===== config.mk =====
export PLATFORM = sky130hd
export DESIGN_NAME = req_arbiter16_flat
export DESIGN_NICKNAME = d
export VERILOG_FILES = /design/src/rtl/req_arbiter16_pkg.sv /design/src/rtl/req_arbiter16_if.sv /design/src/rtl/req_arbiter16_prio_pick16.sv /design/src/rtl/req_arbiter16.sv /design/src/flat_wrapper.sv
export SDC_FILE = /design/constraint.sdc
export NUM_CORES = 1
export LEC_CHECK = 0
export ABC_CLOCK_PERIOD_IN_PS = 6150
export CORE_MARGIN = 3
export CORE_UTILIZATION = 56
export CTS_BUF_LIST = sky130_fd_sc_hd__clkbuf_16
export CTS_CLUSTER_DIAMETER = 60
export DETAILED_ROUTE_END_ITERATION = 10
export DONT_BUFFER_PORTS = 1
export PLACE_DENSITY = 0.71
export RECOVER_POWER = 25
export SETUP_SLACK_MARGIN = 0.2
export SYNTH_ARGS = -nofsm -noshare
export SYNTH_HDL_FRONTEND = slang
export SYNTH_SLANG_ARGS = --single-unit

===== constraint.sdc =====
create_clock -name clk -period 6.15 [get_ports clk]
set_input_delay 0.615 -clock clk [delete_from_list [all_inputs] [get_ports clk]]
set_output_delay 0.615 -clock clk [all_outputs]
set_load 0.01 [all_outputs]

===== src/rtl/req_arbiter16_pkg.sv =====
`default_nettype none
// ============================================================================
// Module   : arb_pkg
// Purpose  : Shared types and constants for the 16-way request arbiter.
// Revision : 1.0 - initial release
// ============================================================================
package arb_pkg;

  localparam int N_REQ        = 16;
  localparam int IDX_W        = 4;
  localparam int HOLD_W       = 8;
  localparam int MAX_HOLD_DEF = 15;

  typedef enum logic [1:0] {
    IDLE  = 2'd0,
    GRANT = 2'd1,
    GAP   = 2'd2
  } arb_state_t;

  // Binary owner index to one-hot grant vector.
  function automatic logic [N_REQ-1:0] idx2onehot(input logic [IDX_W-1:0] idx);
    return N_REQ'(1) << idx;
  endfunction

endpackage
`default_nettype wire


===== src/rtl/req_arbiter16_if.sv =====
`default_nettype none
// ============================================================================
// Module   : req_arbiter16_if
// Purpose  : Request/grant bundle between requesters and the arbiter.
// Revision : 1.0 - initial release
// ============================================================================
interface req_arbiter16_if;
  import arb_pkg::*;

  logic [N_REQ-1:0] i_req;
  logic             i_rr_mode;
  logic             i_release;
  logic [N_REQ-1:0] o_grant;
  logic             o_grant_valid;
  logic [IDX_W-1:0] o_grant_id;
  logic             o_timeout;

  // Requester side: drives requests, observes grants.
  modport master (
    output i_req, i_rr_mode, i_release,
    input  o_grant, o_grant_valid, o_grant_id, o_timeout
  );

  // Arbiter side.
  modport slave (
    input  i_req, i_rr_mode, i_release,
    output o_grant, o_grant_valid, o_grant_id, o_timeout
  );
endinterface
`default_nettype wire


===== src/rtl/req_arbiter16_prio_pick16.sv =====
`default_nettype none
// ============================================================================
// Module   : prio_pick16
// Purpose  : Combinational highest-set-bit finder for a 16-bit vector.
// Revision : 1.0 - initial release
// ============================================================================
module prio_pick16 (
  input  wire logic [15:0] i_vec,
  output logic             o_valid,
  output logic [3:0]       o_idx
);

  // Ascending scan so the last (highest) set bit wins.
  always_comb begin
    o_valid = |i_vec;
    o_idx   = 4'h0;
    for (int i = 0; i < 16; i++) begin
      if (i_vec[i]) o_idx = 4'(i);
    end
  end

endmodule
`default_nettype wire


===== src/rtl/req_arbiter16.sv =====
`default_nettype none
// ============================================================================
// Module   : req_arbiter16
// Purpose  : 16-way arbiter, fixed-priority or round-robin, with hold limit,
//            mandatory one-cycle gap between owners and timeout pulse.
// Revision : 1.0 - initial release
// ============================================================================
module req_arbiter16 #(
  parameter int N_REQ    = arb_pkg::N_REQ,
  parameter int MAX_HOLD = arb_pkg::MAX_HOLD_DEF
) (
  input wire logic        clk,
  input wire logic        rst,
  req_arbiter16_if.slave  bus
);
  import arb_pkg::*;

  localparam logic [HOLD_W-1:0] C_MAX_HOLD = HOLD_W'(MAX_HOLD);

  arb_state_t        r_state;
  logic [N_REQ-1:0]  r_grant;
  logic              r_grant_valid;
  logic [IDX_W-1:0]  r_grant_id;
  logic              r_timeout;
  logic [HOLD_W-1:0] r_hold_cnt;
  logic [IDX_W-1:0]  r_last_owner;

  logic [N_REQ-1:0]  w_req;
  logic [N_REQ-1:0]  w_rot;
  logic              w_fix_valid;
  logic [IDX_W-1:0]  w_fix_idx;
  logic              w_rr_valid;
  logic [IDX_W-1:0]  w_rr_idx;
  logic              w_any;
  logic [IDX_W-1:0]  w_win;
  logic              w_owner_req;
  logic              w_hold_max;
  logic              w_exit;

  assign w_req = bus.i_req;

  // Rotate right by last_owner: position 15 of w_rot holds req[last_owner-1],
  // so a highest-bit pick walks downward from there with wrap-around.
  assign w_rot = (w_req >> r_last_owner) |
                 (w_req << (5'(N_REQ) - {1'b0, r_last_owner}));

  prio_pick16 u_pick_fix (
    .i_vec   (w_req),
    .o_valid (w_fix_valid),
    .o_idx   (w_fix_idx)
  );

  prio_pick16 u_pick_rr (
    .i_vec   (w_rot),
    .o_valid (w_rr_valid),
    .o_idx   (w_rr_idx)
  );

  assign w_any       = bus.i_rr_mode ? w_rr_valid : w_fix_valid;
  assign w_win       = bus.i_rr_mode ? (w_rr_idx + r_last_owner) : w_fix_idx;
  assign w_owner_req = w_req[r_last_owner];
  assign w_hold_max  = (r_hold_cnt == C_MAX_HOLD);
  assign w_exit      = bus.i_release || !w_owner_req || w_hold_max;

  // Arbitration FSM; every output is a flop updated here.
  always_ff @(posedge clk or posedge rst) begin
    if (rst) begin
      r_state       <= IDLE;
      r_grant       <= '0;
      r_grant_valid <= 1'b0;
      r_grant_id    <= '0;
      r_timeout     <= 1'b0;
      r_hold_cnt    <= '0;
      r_last_owner  <= '0;
    end else begin
      case (r_state)
        IDLE: begin
          r_timeout <= 1'b0;
          if (w_any) begin
            r_state       <= GRANT;
            r_last_owner  <= w_win;
            r_grant       <= idx2onehot(w_win);
            r_grant_valid <= 1'b1;
            r_grant_id    <= w_win;
            r_hold_cnt    <= HOLD_W'(1);
          end else begin
            r_grant       <= '0;
            r_grant_valid <= 1'b0;
            r_grant_id    <= '0;
          end
        end
        GRANT: begin
          if (w_exit) begin
            r_state       <= GAP;
            r_grant       <= '0;
            r_grant_valid <= 1'b0;
            r_grant_id    <= '0;
            r_hold_cnt    <= '0;
            // Only a pure hold-limit exit counts as a forced release.
            r_timeout     <= w_hold_max && !bus.i_release && w_owner_req;
          end else begin
            r_hold_cnt    <= r_hold_cnt + HOLD_W'(1);
          end
        end
        GAP: begin
          r_state   <= IDLE;
          r_timeout <= 1'b0;
        end
        default: begin
          r_state       <= IDLE;
          r_grant       <= '0;
          r_grant_valid <= 1'b0;
          r_grant_id    <= '0;
          r_timeout     <= 1'b0;
        end
      endcase
    end
  end

  assign bus.o_grant       = r_grant;
  assign bus.o_grant_valid = r_grant_valid;
  assign bus.o_grant_id    = r_grant_id;
  assign bus.o_timeout     = r_timeout;

endmodule
`default_nettype wire


===== src/flat_wrapper.sv =====
// flat-port wrapper written by rule: the top's interface ports become plain ports
module req_arbiter16_flat import arb_pkg::*;
#(
  parameter int N_REQ    = arb_pkg::N_REQ,
  parameter int MAX_HOLD = arb_pkg::MAX_HOLD_DEF
)
  (clk, rst, bus_i_req, bus_i_rr_mode, bus_i_release, bus_o_grant, bus_o_grant_valid, bus_o_grant_id, bus_o_timeout);
  req_arbiter16_if bus_i ();
  input wire logic clk;
  input wire logic rst;
  input wire logic [$bits(bus_i.i_req)-1:0] bus_i_req;
  input wire logic [$bits(bus_i.i_rr_mode)-1:0] bus_i_rr_mode;
  input wire logic [$bits(bus_i.i_release)-1:0] bus_i_release;
  output wire logic [$bits(bus_i.o_grant)-1:0] bus_o_grant;
  output wire logic [$bits(bus_i.o_grant_valid)-1:0] bus_o_grant_valid;
  output wire logic [$bits(bus_i.o_grant_id)-1:0] bus_o_grant_id;
  output wire logic [$bits(bus_i.o_timeout)-1:0] bus_o_timeout;
  assign bus_i.i_req = bus_i_req;
  assign bus_i.i_rr_mode = bus_i_rr_mode;
  assign bus_i.i_release = bus_i_release;
  assign bus_o_grant = bus_i.o_grant;
  assign bus_o_grant_valid = bus_i.o_grant_valid;
  assign bus_o_grant_id = bus_i.o_grant_id;
  assign bus_o_timeout = bus_i.o_timeout;
  req_arbiter16 #(.N_REQ(N_REQ), .MAX_HOLD(MAX_HOLD)) u_core (.clk(clk), .rst(rst), .bus(bus_i));
endmodule

Word level (Yosys, flattened, before mapping)
Index checks and enable logic that the tools add are counted.
{"block": "totals", "rom_bits": 0, "latchBits": 0, "out_inout_bits": 22, "register_bits": 36, "mem_bits_rw": 0, "word_cells": 86, "mem_count": 0}
{"block": "op_classes", "reduce_logical": 14, "n_mux": 51, "div_mod_pow": 0, "n_bitwise": 2, "n_eq_ne": 5, "shifts": 3, "multipliers": 0, "addsub": 3, "magnitude_cmp": 1}
{"op": "$mux 4", "n": 31}
{"op": "$pmux 16 s3", "n": 1}
{"op": "$mux 16", "n": 2}
{"op": "$reduce_or 16->1", "n": 2}
{"op": "$mux 8", "n": 2}
{"op": "$or 16x16->16", "n": 1}
{"op": "$pmux 8 s2", "n": 1}
{"op": "$shl 1x4->16 const A", "n": 1}
{"op": "$shl 16x5->16", "n": 1}
{"op": "$shr 16x4->16", "n": 1}
{"op": "$pmux 4 s3", "n": 1}
{"op": "$add 8x1->8 const B", "n": 1}
{"op": "$eq 8x4->1 const B", "n": 1}
{"op": "$mux 1", "n": 8}
{"op": "$reduce_and 2->1", "n": 4}
{"op": "$lt 4x5->1 const B", "n": 1}
{"op": "$sub 5x4->5 const A", "n": 1}
{"op": "$add 4x4->4", "n": 1}
{"op": "$bmux 1 s4", "n": 1}
{"op": "$mux 2", "n": 2}
{"op": "$ne 2x1->1 const B", "n": 2}
{"op": "$pmux 2 s2", "n": 1}
{"op": "$pmux 1 s3", "n": 1}
{"op": "$eq 2x1->1 const B", "n": 1}
{"op": "other kinds (7)", "n": 10}

Depth between registers and ports, before layout
{"block": "depth", "word_depth": 23, "depth_mapped": 22, "depth_no_buf": 20}

Hierarchy
A second synthesis with hierarchy kept.
{"block": "unflattened", "hier_cells": 391, "hier_area_um2": 3500.9}
{"mod": "req_arbiter16", "seq_area_each_um2": 900.9, "area_each_um2": 3160.5, "cells_each": 335, "n_inst": 1}
{"mod": "prio_pick16", "seq_area_each_um2": 0.0, "area_each_um2": 170.2, "cells_each": 28, "n_inst": 2}

Worst setup path before layout
OpenSTA, ideal clock, no wires.
{"block": "synth_timing", "kind": "reg-to-reg", "start": "reg u_core.r_last_owner[1]", "end": "reg u_core.r_grant[2], in the netlist u_core.bus.o_grant[2]", "stages_incl_launch_ff": 21, "path_slack_ns": 1.571, "setup_time_ns": 0.121, "synth_period_minus_slack_ns": 4.579, "n_path_buf": 3, "arrival_ns": 4.458, "path_cell_list": "dfrtp_1 buf_4 buf_2 inv_1 ha_1 xor2_1 buf_1 mux2_2 a22oi_1 o211ai_1 nor2_1 o31ai_1 nand2_1 ha_1 a21o_1 a21oi_1 xnor2_1 and4b_1 or3_4 and3b_1 a22o_1"}
{"block": "synth_via", "elab_chain_len": 23, "elab_cells_between_ends": 33, "classes_between": "2 x add/sub; 1 x eq/ne; 3 x shift; 21 x mux; 1 x bitwise; 5 x reduce/logical"}
{"item": "from (decl)", "line_no": "req_arbiter16.sv:26", "source": "logic [IDX_W-1:0] r_last_owner;"}
{"item": "from (signal assigned)", "line_no": "req_arbiter16.sv:81", "source": "r_last_owner <= w_win;"}
{"item": "$sub 5x4->5", "line_no": "req_arbiter16.sv:45", "source": "(w_req << (5'(N_REQ) - {1'b0, r_last_owner}));"}
{"item": "$shl 16x5->16", "line_no": "req_arbiter16.sv:45"}
{"item": "$or 16x16->16", "line_no": "req_arbiter16.sv:44", "source": "assign w_rot = (w_req >> r_last_owner) |"}
{"item": "$mux 1", "line_no": "req_arbiter16_prio_pick16.sv:18", "source": "if (i_vec[i]) o_idx = 4'(i);"}
{"item": "$mux 4 (14 in a row)", "line_no": "req_arbiter16_prio_pick16.sv:18"}
{"item": "$add 4x4->4", "line_no": "req_arbiter16.sv:60", "source": "assign w_win = bus.i_rr_mode ? (w_rr_idx + r_last_owner) : w_fix_idx;"}
{"item": "$mux 4", "line_no": "req_arbiter16.sv:60"}
{"item": "$shl 1x4->16", "line_no": "req_arbiter16_pkg.sv:22", "source": "return N_REQ'(1) << idx;"}
{"item": "$mux 16", "line_no": "req_arbiter16.sv:79", "source": "if (w_any) begin"}
{"item": "$pmux 16 s3", "line_no": "req_arbiter16.sv:76", "source": "case (r_state)"}
{"item": "to (signal assigned)", "line_no": "req_arbiter16.sv:82", "source": "r_grant <= idx2onehot(w_win);"}
{"item": "to (decl)", "line_no": "req_arbiter16.sv:21", "source": "logic [N_REQ-1:0] r_grant;"}
Several ways; a longest one is shown, not always the timed one. The select of a mux whose other input is x is not followed.
A chain may end at the register's enable or synchronous reset.

Final worst setup path
{"block": "layout_timing", "start": "reg u_core.r_last_owner[0]", "end": "reg u_core.r_grant[15], in the netlist u_core.bus.o_grant[15]"}
The elaborated chain is that of the path after synthesis.

==> flow_summary.ini <==
[critical_path]
path_buf_inv = 1
critPathLaunchType = flip-flop
cp_max_fo = 22
cpLargestDelayFamily = simple AND/OR/NAND/NOR gates
crit_path_start = u_core.r_last_owner[0]
slowest_stage = ha_1
cpPeakStageDelay_ns = 0.95
crit_arrival_ns = 5.45
cp_data_required_time_ns = 6.37
cp-end-kind = flip-flop
rr_startpoint = u_core.r_last_owner[0]
crit_top_cell = ha_1
path_class = flip-flop to flip-flop
crit_chain = clkinv_1, ha_1, mux4_2, mux2i_1, o221ai_1, a2111oi_0, and2_1, nand2_1, ha_1, a21oi_1, xnor2_1, and4b_1, or3_4, nor3_2, a22o_1

[die]
core_mm2 = 0.00639
die_h_um = 87.5
dieArea_mm2 = 0.00765
pin_count = 42
start_util_pct = 58.2
num_rows = 29
dieWidth_um = 87.5

[synth]
synth-simple-area-share_pct = 17.9
synth_top_family_by_area = multiplexers
synth_area_leader_cell = dfrtp_1
synth_top_flop_cell = dfrtp_1
synth_compound_area_share_pct = 23.0
ys_seq_area_share_pct = 24.2
synth-adder-area-share_pct = 2.22
syn_avg_cell_area_um2 = 9.34
synth_xor_area_share_pct = 0.943
yosys.area.top_type_share_pct = 24.2
synth_edf_count = 0
async_flop_share_pct = 100
synth_cells = 398
synthesis.nets = 424
ys_ff_latch = 36
yosys-top-cells-area = dfrtp_1 24%, mux4_2 15%, mux2i_1 8.4%, a22o_1 4.7%, a21oi_1 3.0%
muxShareOfSynthArea_pct = 25.4
syn_area_mm2 = 0.00372
yosys_warnings = 0
synth_cell_types = 72

[clock_network]
cts_buffers = 5
hold_buffers = 0
path_clk_slew_ns = 0.05
cts_tree = built
clock-root-buffer = clkbuf_16
cts_max_level = 2
cts_buffer_depth = 2
insertion_delay_ns = 0.28
cts_setup_buffers = 0
cts_resized = 0
cts.sinks = 36

[status]
outcome = complete, but fails checks
violations = capacitance limit, slew limit

[sta]
slew_viol_final = 37
hold_viol = 0
fin_worst_skew_ns = 0.00265
finalSetupViolations = 0
slew_headroom_pct = -22.6
timing.setup.tns_ns = 0
worstMarginPinSlew_ns = 1.84
rsz0062_at_grt = false
holdWs_ns = 0.521
fin_crit_sh_pct = 85.0
final.min_clock_period_ns = 5.23
fmax_mhz = 191

[cells_and_area]
syn2layout_area_growth_pct = 3.54
final_common_cell = dfrtp_1
seqCellArea_um2 = 902
most-common-layout-cells = 35 x dfrtp_1, 31 x mux2i_1, 29 x nand2_1
multi_input_area_mm2 = 0.00258
drive_above_1_share_pct = 15.7
antennaDiodeCount = 0
nets = 401
fin_area_mm2 = 0.00385
fillCellCount = 538

[placed_design]
dpl.hpwl_um = 7390
port_buffers = 0
post_dp_cell_area_mm2 = 0.00369
finalWeightedCongestion = 1.12

[min_path]
hold_start = bus_i_release
min_path_type = input pin to flip-flop

[detailed_routing]
num_vias = 3298
firstDrtPassIters = 5
drt_iter0_drc = 376
vias_per_cell = 7.28
drc = 0
wl_per_cell_um = 22.6
wl_um = 10200
drtAntennaViolNets = 0

[global_route]
grt_pass1_wl_um = 16900
grt_max_degree = 47
grt_use_total_pct = 28.4
grt_pass1_vias = 3211
antenna_found_initial = 0
overflow = 0

[run]
maxCapViolCount = 1
## final cells by class
class                           instances  area share [%]
Clock buffer                            5            3.25
Multi-Input combinational cell        310            67.1
Timing Repair Buffer                    7            1.27
Sequential cell                        36            23.4
Tap cell                               77            2.50
Clock inverter                          3           0.976
Inverter                               15            1.46
## per-layer routing
layer | global-route usage (%) | wire, µm
met4 | 6.42 | 178
met2 | 41.3 | 4560
met1 | 41.5 | 4320
met3 | 8.99 | 1180
met5 | 0 | 0
## flip-flops by register name, summed over array words and instances, names as in the netlist
| name | count |
|---|---|
| u_core.bus.o_grant_id | 4 |
| u_core.bus.o_grant_valid | 1 |
| u_core.r_state | 2 |
| u_core.r_last_owner | 4 |
| u_core.r_hold_cnt | 8 |
| u_core.bus.o_grant | 16 |
| u_core.bus.o_timeout | 1 |
## worst register-to-register path, stage by stage (launching register included)
cell	delay, ns
dfrtp_2	0.35
clkinv_1	0.21
ha_1	0.95
mux4_2	0.49
mux2i_1	0.23
o221ai_1	0.18
a2111oi_0	0.58
and2_1	0.30
nand2_1	0.08
ha_1	0.32
a21oi_1	0.17
xnor2_1	0.15
and4b_1	0.22
or3_4	0.40
nor3_2	0.33
a22o_1	0.19
## cells by family after synthesis
group | Yosys count
AO/OA/AOI/OAI | 115
AND/OR/NAND/NOR | 122
adder cells (fa/ha/maj) | 6
buffers and inverters | 52
multiplexers | 63
XOR/XNOR | 4
flip-flops | 36
## final timing paths
path	cells past startpoint	to	slack, ns
setup / recovery	15	u_core.bus.o_grant[15]	0.92
hold / removal	2	u_core.bus.o_timeout	0.52
setup reg to reg	15	u_core.bus.o_grant[15]	0.92
hold reg to reg	2	u_core.bus.o_grant_valid	0.55
max in group asynchronous	2	u_core.r_last_owner[0]	4.08
min in group asynchronous	2	u_core.bus.o_grant_id[3]	0.88
## through the flow
| step | util [%] | worst slack, ns | cells |
|---|---|---|---|
| 2_1_floorplan | - | 1.57 | 398 |
| 3_3_place_gp | 57.8 | 0.979 | 445 |
| 3_5_place_dp | 57.8 | 0.989 | 445 |
| 4_1_cts | 60.3 | 0.971 | 453 |
| 5_1_grt | 60.2 | 0.617 | 453 |
| 6_report | 60.2 | 0.921 | 453 |
## cell usage after synthesis (3+ instances only)
master    number
nand3_1        7
nor3_1         9
buf_1          3
mux2i_1       31
o31ai_1        4
o211a_1        4
nand2b_1       7
buf_2         10
o221ai_1       4
clkbuf_1      19
a22o_1        20
buf_4          3
nor4_1         4
a21oi_1       22
a211oi_1       4
nor2b_1        7
or4_1          3
o211ai_1       4
a21o_1         7
and2_1         5
dfrtp_1       36
nand2_1       29
o21ai_0       18
inv_1         13
nor2_1        25
or3_1          6
ha_1           5
mux4_2        24
o21a_1         3
mux2_2         7
Power is left out: the tool's default activity adds up to more than one toggle a clock period on the data nets, which glitch-free logic cannot reach.
